File: src/rtl/booth_pkg.sv
// booth_pkg: shared types and helpers for the radix-4 Booth multiplier.
// Honours the optional BOOTH_UNSIGNED_EN macro: when defined, one extra
// iteration is needed because the multiplier register is two bits wider.
package booth_pkg;

  // Controller states.
  typedef enum logic [1:0] {
    IDLE = 2'b00,
    CALC = 2'b01,
    DONE = 2'b10
  } state_e;

  // Radix-4 recoded partial-product selection.
  typedef enum logic [2:0] {
    ZERO = 3'b000,
    PM   = 3'b001,
    P2M  = 3'b010,
    MM   = 3'b011,
    M2M  = 3'b100
  } op_e;

  // Number of CALC iterations needed for a W-bit operand.
  function automatic int booth_iters(input int w);
`ifdef BOOTH_UNSIGNED_EN
    return (w / 2) + 1;
`else
    return w / 2;
`endif
  endfunction

endpackage

File: src/rtl/booth_r4_recode.sv
// booth_r4_recode: combinational radix-4 Booth digit recoder.
// Maps the bit triplet {q1, q0, q_-1} to the partial-product operation.
module booth_r4_recode
  import booth_pkg::*;
(
  input  logic [2:0] bits_i,
  output op_e        op_o
);

  // Triplet to operation lookup; 000/111 select nothing.
  always_comb begin
    op_o = ZERO;
    case (bits_i)
      3'b000, 3'b111: op_o = ZERO;
      3'b001, 3'b010: op_o = PM;
      3'b011:         op_o = P2M;
      3'b100:         op_o = M2M;
      3'b101, 3'b110: op_o = MM;
      default:        op_o = ZERO;
    endcase
  end

endmodule

File: src/rtl/booth_r4_mul.sv
// booth_r4_mul: sequential radix-4 Booth multiplier, W x W -> 2W.
// One multiplication at a time with a start/busy/Fin handshake; result is
// held until the next accepted operation completes.
// Optional macro BOOTH_UNSIGNED_EN adds a signed_op port selecting sign or
// zero extension of both operands (one extra iteration in both modes).
module booth_r4_mul
  import booth_pkg::*;
#(
  parameter int W = 8
)
(
  input  logic           clk,
  input  logic           reset,
  input  logic           start,
  input  logic [W-1:0]   multiplicando,
  input  logic [W-1:0]   multiplicador,
`ifdef BOOTH_UNSIGNED_EN
  input  logic           signed_op,
`endif
  output logic [2*W-1:0] result,
  output logic           busy,
  output logic           Fin
);

  // Accumulator and multiplicand width; +-2M fits without overflow.
  localparam int AW = W + 2;
`ifdef BOOTH_UNSIGNED_EN
  localparam int QW = W + 2;
`else
  localparam int QW = W;
`endif
  localparam int N     = booth_iters(W);
  localparam int CNT_W = (N > 1) ? $clog2(N) : 1;
  localparam int AHI   = 2 * W - QW;
  localparam logic [CNT_W-1:0] CNT_LAST = CNT_W'(N - 1);

  state_e              state_q;
  logic [CNT_W-1:0]    cnt_q;
  logic [AW-1:0]       a_q;
  logic [AW-1:0]       m_q;
  logic [QW-1:0]       q_q;
  logic                qm1_q;
  logic [2*W-1:0]      result_q;
  logic                busy_q;
  logic                fin_q;

  logic [AW-1:0]       a_d;
  logic [QW-1:0]       q_d;
  logic                qm1_d;
  logic [2*W-1:0]      result_d;

  logic [AW-1:0]       m_load_s;
  logic [QW-1:0]       q_load_s;
  logic                ext_s;
  op_e                 op_s;
  logic [AW-1:0]       addend_s;
  logic [AW-1:0]       opnd_s;
  logic                neg_s;
  logic [AW-1:0]       sum_s;

  booth_r4_recode u_recode (
    .bits_i ({q_q[1:0], qm1_q}),
    .op_o   (op_s)
  );

  // Operand extension applied when a start is accepted.
  always_comb begin
`ifdef BOOTH_UNSIGNED_EN
    ext_s    = signed_op;
    m_load_s = {{2{ext_s & multiplicando[W-1]}}, multiplicando};
    q_load_s = {{2{ext_s & multiplicador[W-1]}}, multiplicador};
`else
    ext_s    = 1'b1;
    m_load_s = {{2{ext_s & multiplicando[W-1]}}, multiplicando};
    q_load_s = multiplicador;
`endif
  end

  // One Booth step: select +-M/+-2M, add, then arithmetic shift by two.
  always_comb begin
    addend_s = {AW{1'b0}};
    neg_s    = 1'b0;
    case (op_s)
      ZERO: begin
        addend_s = {AW{1'b0}};
        neg_s    = 1'b0;
      end
      PM: begin
        addend_s = m_q;
        neg_s    = 1'b0;
      end
      P2M: begin
        addend_s = {m_q[AW-2:0], 1'b0};
        neg_s    = 1'b0;
      end
      MM: begin
        addend_s = m_q;
        neg_s    = 1'b1;
      end
      M2M: begin
        addend_s = {m_q[AW-2:0], 1'b0};
        neg_s    = 1'b1;
      end
      default: begin
        addend_s = {AW{1'b0}};
        neg_s    = 1'b0;
      end
    endcase
    // Subtraction is the inverted operand plus a carry-in of one.
    opnd_s   = neg_s ? ~addend_s : addend_s;
    sum_s    = a_q + opnd_s + {{(AW-1){1'b0}}, neg_s};
    a_d      = {{2{sum_s[AW-1]}}, sum_s[AW-1:2]};
    q_d      = {sum_s[1:0], q_q[QW-1:2]};
    qm1_d    = q_q[1];
    result_d = {a_d[AHI-1:0], q_d};
  end

  // Controller and datapath registers; reset has priority over everything.
  always_ff @(posedge clk) begin
    if (reset) begin
      state_q  <= IDLE;
      cnt_q    <= {CNT_W{1'b0}};
      a_q      <= {AW{1'b0}};
      m_q      <= {AW{1'b0}};
      q_q      <= {QW{1'b0}};
      qm1_q    <= 1'b0;
      result_q <= {(2*W){1'b0}};
      busy_q   <= 1'b0;
      fin_q    <= 1'b0;
    end else begin
      case (state_q)
        IDLE: begin
          fin_q <= 1'b0;
          if (start) begin
            a_q     <= {AW{1'b0}};
            m_q     <= m_load_s;
            q_q     <= q_load_s;
            qm1_q   <= 1'b0;
            cnt_q   <= {CNT_W{1'b0}};
            busy_q  <= 1'b1;
            state_q <= CALC;
          end else begin
            busy_q  <= 1'b0;
            state_q <= IDLE;
          end
        end
        CALC: begin
          a_q   <= a_d;
          q_q   <= q_d;
          qm1_q <= qm1_d;
          cnt_q <= cnt_q + CNT_W'(1);
          if (cnt_q == CNT_LAST) begin
            result_q <= result_d;
            fin_q    <= 1'b1;
            state_q  <= DONE;
          end else begin
            state_q  <= CALC;
          end
        end
        DONE: begin
          fin_q   <= 1'b0;
          busy_q  <= 1'b0;
          state_q <= IDLE;
        end
        default: begin
          fin_q   <= 1'b0;
          busy_q  <= 1'b0;
          state_q <= IDLE;
        end
      endcase
    end
  end

  assign result = result_q;
  assign busy   = busy_q;
  assign Fin    = fin_q;

endmodule

File: config.mk
export PLATFORM = sky130hd
export DESIGN_NAME = booth_r4_mul
export DESIGN_NICKNAME = d
export VERILOG_FILES = /design/src/rtl/booth_pkg.sv /design/src/rtl/booth_r4_recode.sv /design/src/rtl/booth_r4_mul.sv
export SDC_FILE = /design/constraint.sdc
export NUM_CORES = 1
export LEC_CHECK = 0
export BUFFER_PORTS_ARGS = -buffer_cell sky130_fd_sc_hd__buf_2
export CAP_MARGIN = 20
export CORE_UTILIZATION = 60
export DETAILED_ROUTE_END_ITERATION = 16
export PLACE_DENSITY = 0.83
export SLEW_MARGIN = 20
export SYNTH_ARGS = -nofsm -noshare
export SYNTH_HDL_FRONTEND = slang
export SYNTH_HIERARCHICAL = 1
export SYNTH_SLANG_ARGS = --single-unit
File: constraint.sdc
create_clock -name clk -period 5.07 [get_ports clk]
set_clock_uncertainty 0.05 [all_clocks]
set_input_delay 0 -clock clk [delete_from_list [all_inputs] [get_ports clk]]
set_output_delay 0 -clock clk [all_outputs]
set_load 0.005 [all_outputs]
==> results.tsv, run 1 <==
metric	value	unit
Tmin final	3.78	ns
Pleak	1.20	nW
Final setup viols	0	
crit-path most repeated cell	inv_1	
GR Overflow Total	0	
placed cell area	2600	um^2
# Max-Cap Violations	0	
drt via density	5.69	
fmax	0.265	GHz
H-tree depth	2	
ys async rst share	0	
most frequent cells in the layout	47 x dfxtp_1, 45 x nor2_1, 45 x nand2_1	
Slew HR	0.430	
area growth from synthesis to layout	15.4	%
crit-path max cell delay	0.54	ns
Total GRT Usage	0.279	
die height	65.8	um
# DRC	0	
vias in the first global route	2029	
clk slew on worst S/H paths	0.09	ns
ranking of synthesized cells by area	dfxtp_1 39%, nand2_1 6.9%, nor2_1 6.9%	
Cell variety after synth	45	
Core ar.	3770	um^2
final hold slack	0.0656	ns
share of layout cells above drive strength 1	0.148	
Post-CTS Setup Bufs	0	
Synth Flop Type	dfxtp_1	
Post-Synthesis Cell Area	2440	um^2
first-pass GRT wire length	9250	um
Antenna diodes	0	
IO Count	37	
DP HPWL	3880	um
Critical-path top delay cell	or3b_1	
CTS tree	done	
total negative setup slack	0	ns
most common library cell in the layout ignoring fill and taps	dfxtp_1	
Syn Inst Count	306	
total power	0.000784	W
Slew @ Worst Pin	0.856	ns
critical path class	reg2reg	
Top delay family on crit path	compound AO/OA/AOI/OAI gates	
Most Crowded Layer GR	met2	
clock latency on the worst-skew pair	0.31	ns
Final #Nets	375	
status	complete, no violations	
Synth top area share	0.385	
post-synth top area cell	dfxtp_1	
Routed WL	5730	um
PortBufs	36	
clock buffer depth	2	
number of synthesized register bits	47	
warning count from the yosys run	6	
Die Wd	65.8	um
Routed Antenna Nets	0	
Routed WL per cell	14.6	um
Pins Over Slew Limit	0	
number of iterations in the first detailed-routing pass	4	
crit path cell chain	inv_1 > ha_1 > mux2_4 > or3b_1 > o22ai_1 > inv_1 > fa_1 > nand2b_1 > a21oi_1 > o21ai_0 > xor2_1 > a211oi_1	
initial core utilization	0.647	
filler cell count	298	
Hold Vio Cnt, Final	0	
Worst setup SP type	register	
maximum vdd drop	0.212	mV
Finished Cell Area	2820	um^2
GP Congestion	0.859	
Data required, critical path	5.24	ns
register area share after synthesis	0.385	
Place WS	1.36	ns
die area	4330	um^2
drt first-iter violations	165	
min-delay worst type	in2reg	
RSZ-0062 raised after global routing	false	
GRT met2 Usage	0.454	
post-synth net total	337	
final period utilization	0.745	
endpoint class of the critical path	register	
M1 GR Usage	0.377	
PD cells	278	nW/um^2
crit path DAT	3.95	ns
grt met3 use	0.0466	
largest fanout on the critical path	15	
setup ws final	1.29	ns
vias post-DR	2238	
initial antenna violation count	0	
# rows	22	
Inserted Clock Buffers	5	
clock root cell	clkbuf_8	
Post-synth EDFFs	0	
worst path bufs/invs	2	
# clock sinks	47	
pin count of the biggest net entering global routing	51	
Mapped Avg Cell Area	7.98	um^2
-- where the power goes --
group	switching [W]	internal (W)
clock	0.000131	0.0000986
combinational	0.0000911	0.0000625
sequential	0.0000157	0.000385
-- metal layers --
layer  up-vias  share of wire
met5         -              0
met4         0         0.0051
met3         5          0.053
met2        69           0.48
met1      1028           0.47
li1       1136              -
-- worst min-delay path, stage by stage --
cell and delay (ns):
buf_2 0.09, nor2_1 0.10, a21oi_1 0.05, nor2_1 0.09, a211oi_1 0.05
-- cell families (layout without fill, tap and decap cells) --
group	after synthesis	in the layout	synth area share
DFF	47	47	0.385
and+or+nand+nor	125	125	0.234
buffers and inverters	28	67	0.0487
adders and majority gates	12	12	0.0646
muxes	2	2	0.0102
AOI/OAI and AO/OA	78	78	0.207
xor gates and xnor gates	14	14	0.0502
-- registers in the layout, indices dropped and copies added, names as in the netlist --
signal / cells
cnt_q: 2
result: 16
busy: 1
qm1_q: 1
Fin: 1
a_q: 8
q_q: 8
m_q: 8
state_q: 2
-- Yosys cell counts (2+ instances only) --
cell type and number:
o21ai_0 8, or4_1 2, a22oi_1 12, o21ai_1 4, nand3b_1 3, a21oi_1 32, clkbuf_1 10, xor2_1 11
nor3b_1 3, nor3_1 4, dfxtp_1 47, nand3_1 2, nor4_1 4, a211o_1 2, o22ai_1 7, nand2_1 45
nor2_1 45, nand2b_1 5, a211oi_1 5, inv_1 11, xnor2_1 3, buf_2 5, nor2b_1 4, ha_1 11
-- cell type report --
type	count	area, um^2	share of cell area
clock buffers	5	68.8	0.0244
well taps	48	60.1	0.0213
repair buffers	48	300	0.107
clock inverters	3	23.8	0.00844
flip-flops and latches	47	941	0.334
multi-input cells	231	1380	0.490
inverters	11	41.3	0.0147
-- path summary, 6_finish.rpt --
kind         cells after the start  slack [ns]                    from                       to
max                             12        1.29      qm1_q$_SDFFE_PP0P_  result[14]$_SDFFE_PP0P_
min                              5        0.07        multiplicador[5]      q_q[5]$_SDFFE_PP0P_
max reg2reg                     12        1.29      qm1_q$_SDFFE_PP0P_  result[14]$_SDFFE_PP0P_
min reg2reg                      2        0.41  result[0]$_SDFFE_PP0P_   result[0]$_SDFFE_PP0P_
-- stage by stage --
stage	cells	utilization
detailed placement	373	0.690
finish	393	0.747
global placement	373	0.690
CTS	393	0.747
global route	393	0.747
floorplan	306	-
-- what timing repair did --
action	in CTS	in global routing
hold buffers	12	0
hold endpoints to repair	12	0
resized for setup	0	0
No activity file was read; power rests on OpenSTA's default activity.
==> inputs of run 2 (changes only) <==
--- a/config.mk
+++ b/config.mk
@@ -7,9 +7,9 @@
 export LEC_CHECK = 0
 export BUFFER_PORTS_ARGS = -buffer_cell sky130_fd_sc_hd__buf_2
 export CAP_MARGIN = 20
-export CORE_UTILIZATION = 60
+export CORE_UTILIZATION = 51
 export DETAILED_ROUTE_END_ITERATION = 16
-export PLACE_DENSITY = 0.83
+export PLACE_DENSITY = 0.76
 export SLEW_MARGIN = 20
 export SYNTH_ARGS = -nofsm -noshare
 export SYNTH_HDL_FRONTEND = slang
==> constraint.sdc (replaced) <==
create_clock -name clk -period 3.1 [get_ports clk]
set_clock_uncertainty 0.05 [all_clocks]
set_input_delay 0 -clock clk [delete_from_list [all_inputs] [get_ports clk]]
set_output_delay 0 -clock clk [all_outputs]
set_load 0.005 [all_outputs]
==> results.tsv, run 2 (synthesis results as in run 1) <==
metric	value	unit	change
fmax	0.326	GHz	+23%
most frequent cells in the layout	45 x dfxtp_1, 45 x nor2_1, 45 x nand2_1		
die area	5070	um^2	+17%
Antenna diodes	0		unchanged
IO Count	37		unchanged
clock buffer depth	2		unchanged
final period utilization	0.988		+0.243
Worst setup startpoint	qm1_q$_SDFFE_PP0P_		
Slew HR	0.415		-0.0144
Largest register FFs	16		unchanged
Worst setup SP type	register		
# DRC	3		+3
pin count of the biggest net entering global routing	51		unchanged
Final Util	0.672		-0.0746
number of iterations in the first detailed-routing pass	11		+7
Routed WL	5820	um	+1.5%
Slew @ Worst Pin	0.877	ns	+0.0216 ns
vias in the first global route	1984		-2.2%
CP endpoint	result[12]$_SDFFE_PP0P_		
crit path DAT	3.27	ns	-0.68 ns
R2R setup slack	0.04	ns	-1.26 ns
crit-path max cell delay	0.47	ns	-0.07 ns
clk slew on worst S/H paths	0.10	ns	about the same
initial antenna violation count	0		unchanged
endpoint class of the critical path	register		
fin cells	412		+4.8%
crit path cell chain	inv_2 > ha_4 > mux2_4 > or3b_4 > o22ai_1 > ha_1 > o21ai_2 > a21oi_2 > buf_4 > o21a_1 > or4_1 > nand3_1		
# clock sinks	47		unchanged
Tmin final	3.06	ns	-0.715 ns
total negative setup slack	0	ns	unchanged
largest fanout on the critical path	6		-9
initial core utilization	0.546		-0.102
GP Congestion	0.868		+1.1%
share of layout cells above drive strength 1	0.225		+0.0772
critical path class	reg2reg		
Pins Over Slew Limit	0		unchanged
PD cells	446	nW/um^2	+60%
area growth from synthesis to layout	23.2	%	
maximum vdd drop	0.328	mV	+55%
H-tree depth	2		unchanged
Pleak	1.30	nW	+8.1%
PortBufs	36		unchanged
CTS tree	done		
filler cell count	372		+25%
R2R cell count	12		unchanged
Critical-path top delay cell	or4_1		
Hold Vio Cnt, Final	0		unchanged
Die Wd	71.2	um	+8.2%
failing checks	design-rule violations		
worst reg2reg endpoint	result[12]$_SDFFE_PP0P_		
Final setup viols	0		unchanged
Final #Nets	390		+4.0%
R2R Path Start	qm1_q$_SDFFE_PP0P_		
# rows	24		+9.1%
Total GRT Usage	0.236		-0.0436
clock root cell	clkbuf_8		
# Max-Cap Violations	0		unchanged
Inserted Clock Buffers	5		unchanged
vias post-DR	2286		+2.1%
drt first-iter violations	191		+16%
RSZ-0062 raised after global routing	true		
Data required, critical path	3.31	ns	-1.93 ns
min-delay worst type	in2reg		
Core ar.	4470	um^2	+19%
GR Overflow Total	0		unchanged
die height	71.2	um	+8.2%
DP Cell Count	389		+4.3%
clock latency on the worst-skew pair	0.30	ns	about the same
Routed Antenna Nets	0		unchanged
drt via density	5.55		-2.6%
Routed WL per cell	14.1	um	-3.2%
status	complete, but fails checks		
DP HPWL	3970	um	+2.3%
first-pass GRT wire length	9470	um	+2.3%
run 2: per-stage QoR:
step / hold WS, ns / setup WS (ns) / area (um^2) / total power (W)
floorplan: 0.0860 / 0.0559 / 2470 / 0.000848
global placement: 0.190 / 0.0341 / 2720 / 0.000915
detailed placement: 0.197 / -0.0253 / 2720 / 0.000919
CTS: 0.0581 / 0.00273 / 2950 / 0.00133
global route: 0.0659 / -0.0573 / 3010 / 0.00140
finish: 0.0510 / 0.0364 / 3010 / 0.00134
run 2: area by class of cell:
| type | count | area (um^2) | area share |
|---|---|---|---|
| Multi-Input combinational cell | 231 | 1440 | 0.478 |
| Sequential cell | 47 | 943 | 0.314 |
| Timing Repair Buffer | 63 | 420 | 0.140 |
| Clock buffer | 6 | 82.6 | 0.0275 |
| Tap cell | 52 | 65.1 | 0.0216 |
| Inverter | 11 | 41.3 | 0.0137 |
| Clock inverter | 2 | 16.3 | 0.00541 |
run 2: repair_timing:
| action | 4_1_cts | 5_1_grt |
|---|---|---|
| hold endpoints to repair | 12 | 0 |
| hold buffers | 12 | 0 |
| resized for setup | 5 | 9 |
| endpoints found under the setup margin | 3 | 10 |
| setup buffers | 0 | 3 |
| pin swaps | 0 | 6 |
run 2: how the worst min path moves through the flow:
stage                     cells past startpoint  slack [ns]                  end        startpoint
after global placement                        3        0.19  m_q[3]$_SDFFE_PP0P_  multiplicando[3]
after CTS                                     5        0.06  q_q[3]$_SDFFE_PP0P_  multiplicador[3]
after floorplan                               2        0.09  m_q[1]$_SDFFE_PP0P_  multiplicando[1]
after global routing                          5        0.07  q_q[3]$_SDFFE_PP0P_  multiplicador[3]
after detailed placement                      3        0.20  m_q[2]$_SDFFE_PP0P_  multiplicando[2]
final                                         5        0.05  q_q[3]$_SDFFE_PP0P_  multiplicador[3]
run 2: metal layers:
layer	routed length [um]	vias up	global-route usage
met5	0	-	0
met4	33	0	0.0600
met3	302	5	0.0385
met2	2790	60	0.389
met1	2690	1057	0.321
li1	-	1164	-
run 2: worst max-delay path, delay by kind of cell (launching register included):
kind	cells	cell delay, ns
buffers and inverters	2	0.18
adders and majority gates	2	0.52
muxes	1	0.28
DFF	1	0.36
AOI/OAI and AO/OA	4	0.64
and+or+nand+nor	3	0.98
run 2: power by group:
part | internal [W] | total [W] | leakage [nW] | switching (W)
registers | 0.000630 | 0.000656 | 0.384 | 0.0000259
clock network | 0.000182 | 0.000405 | 0.0474 | 0.000222
logic | 0.000126 | 0.000282 | 0.869 | 0.000155
total | 0.000939 | 0.00134 | 1.30 | 0.000403
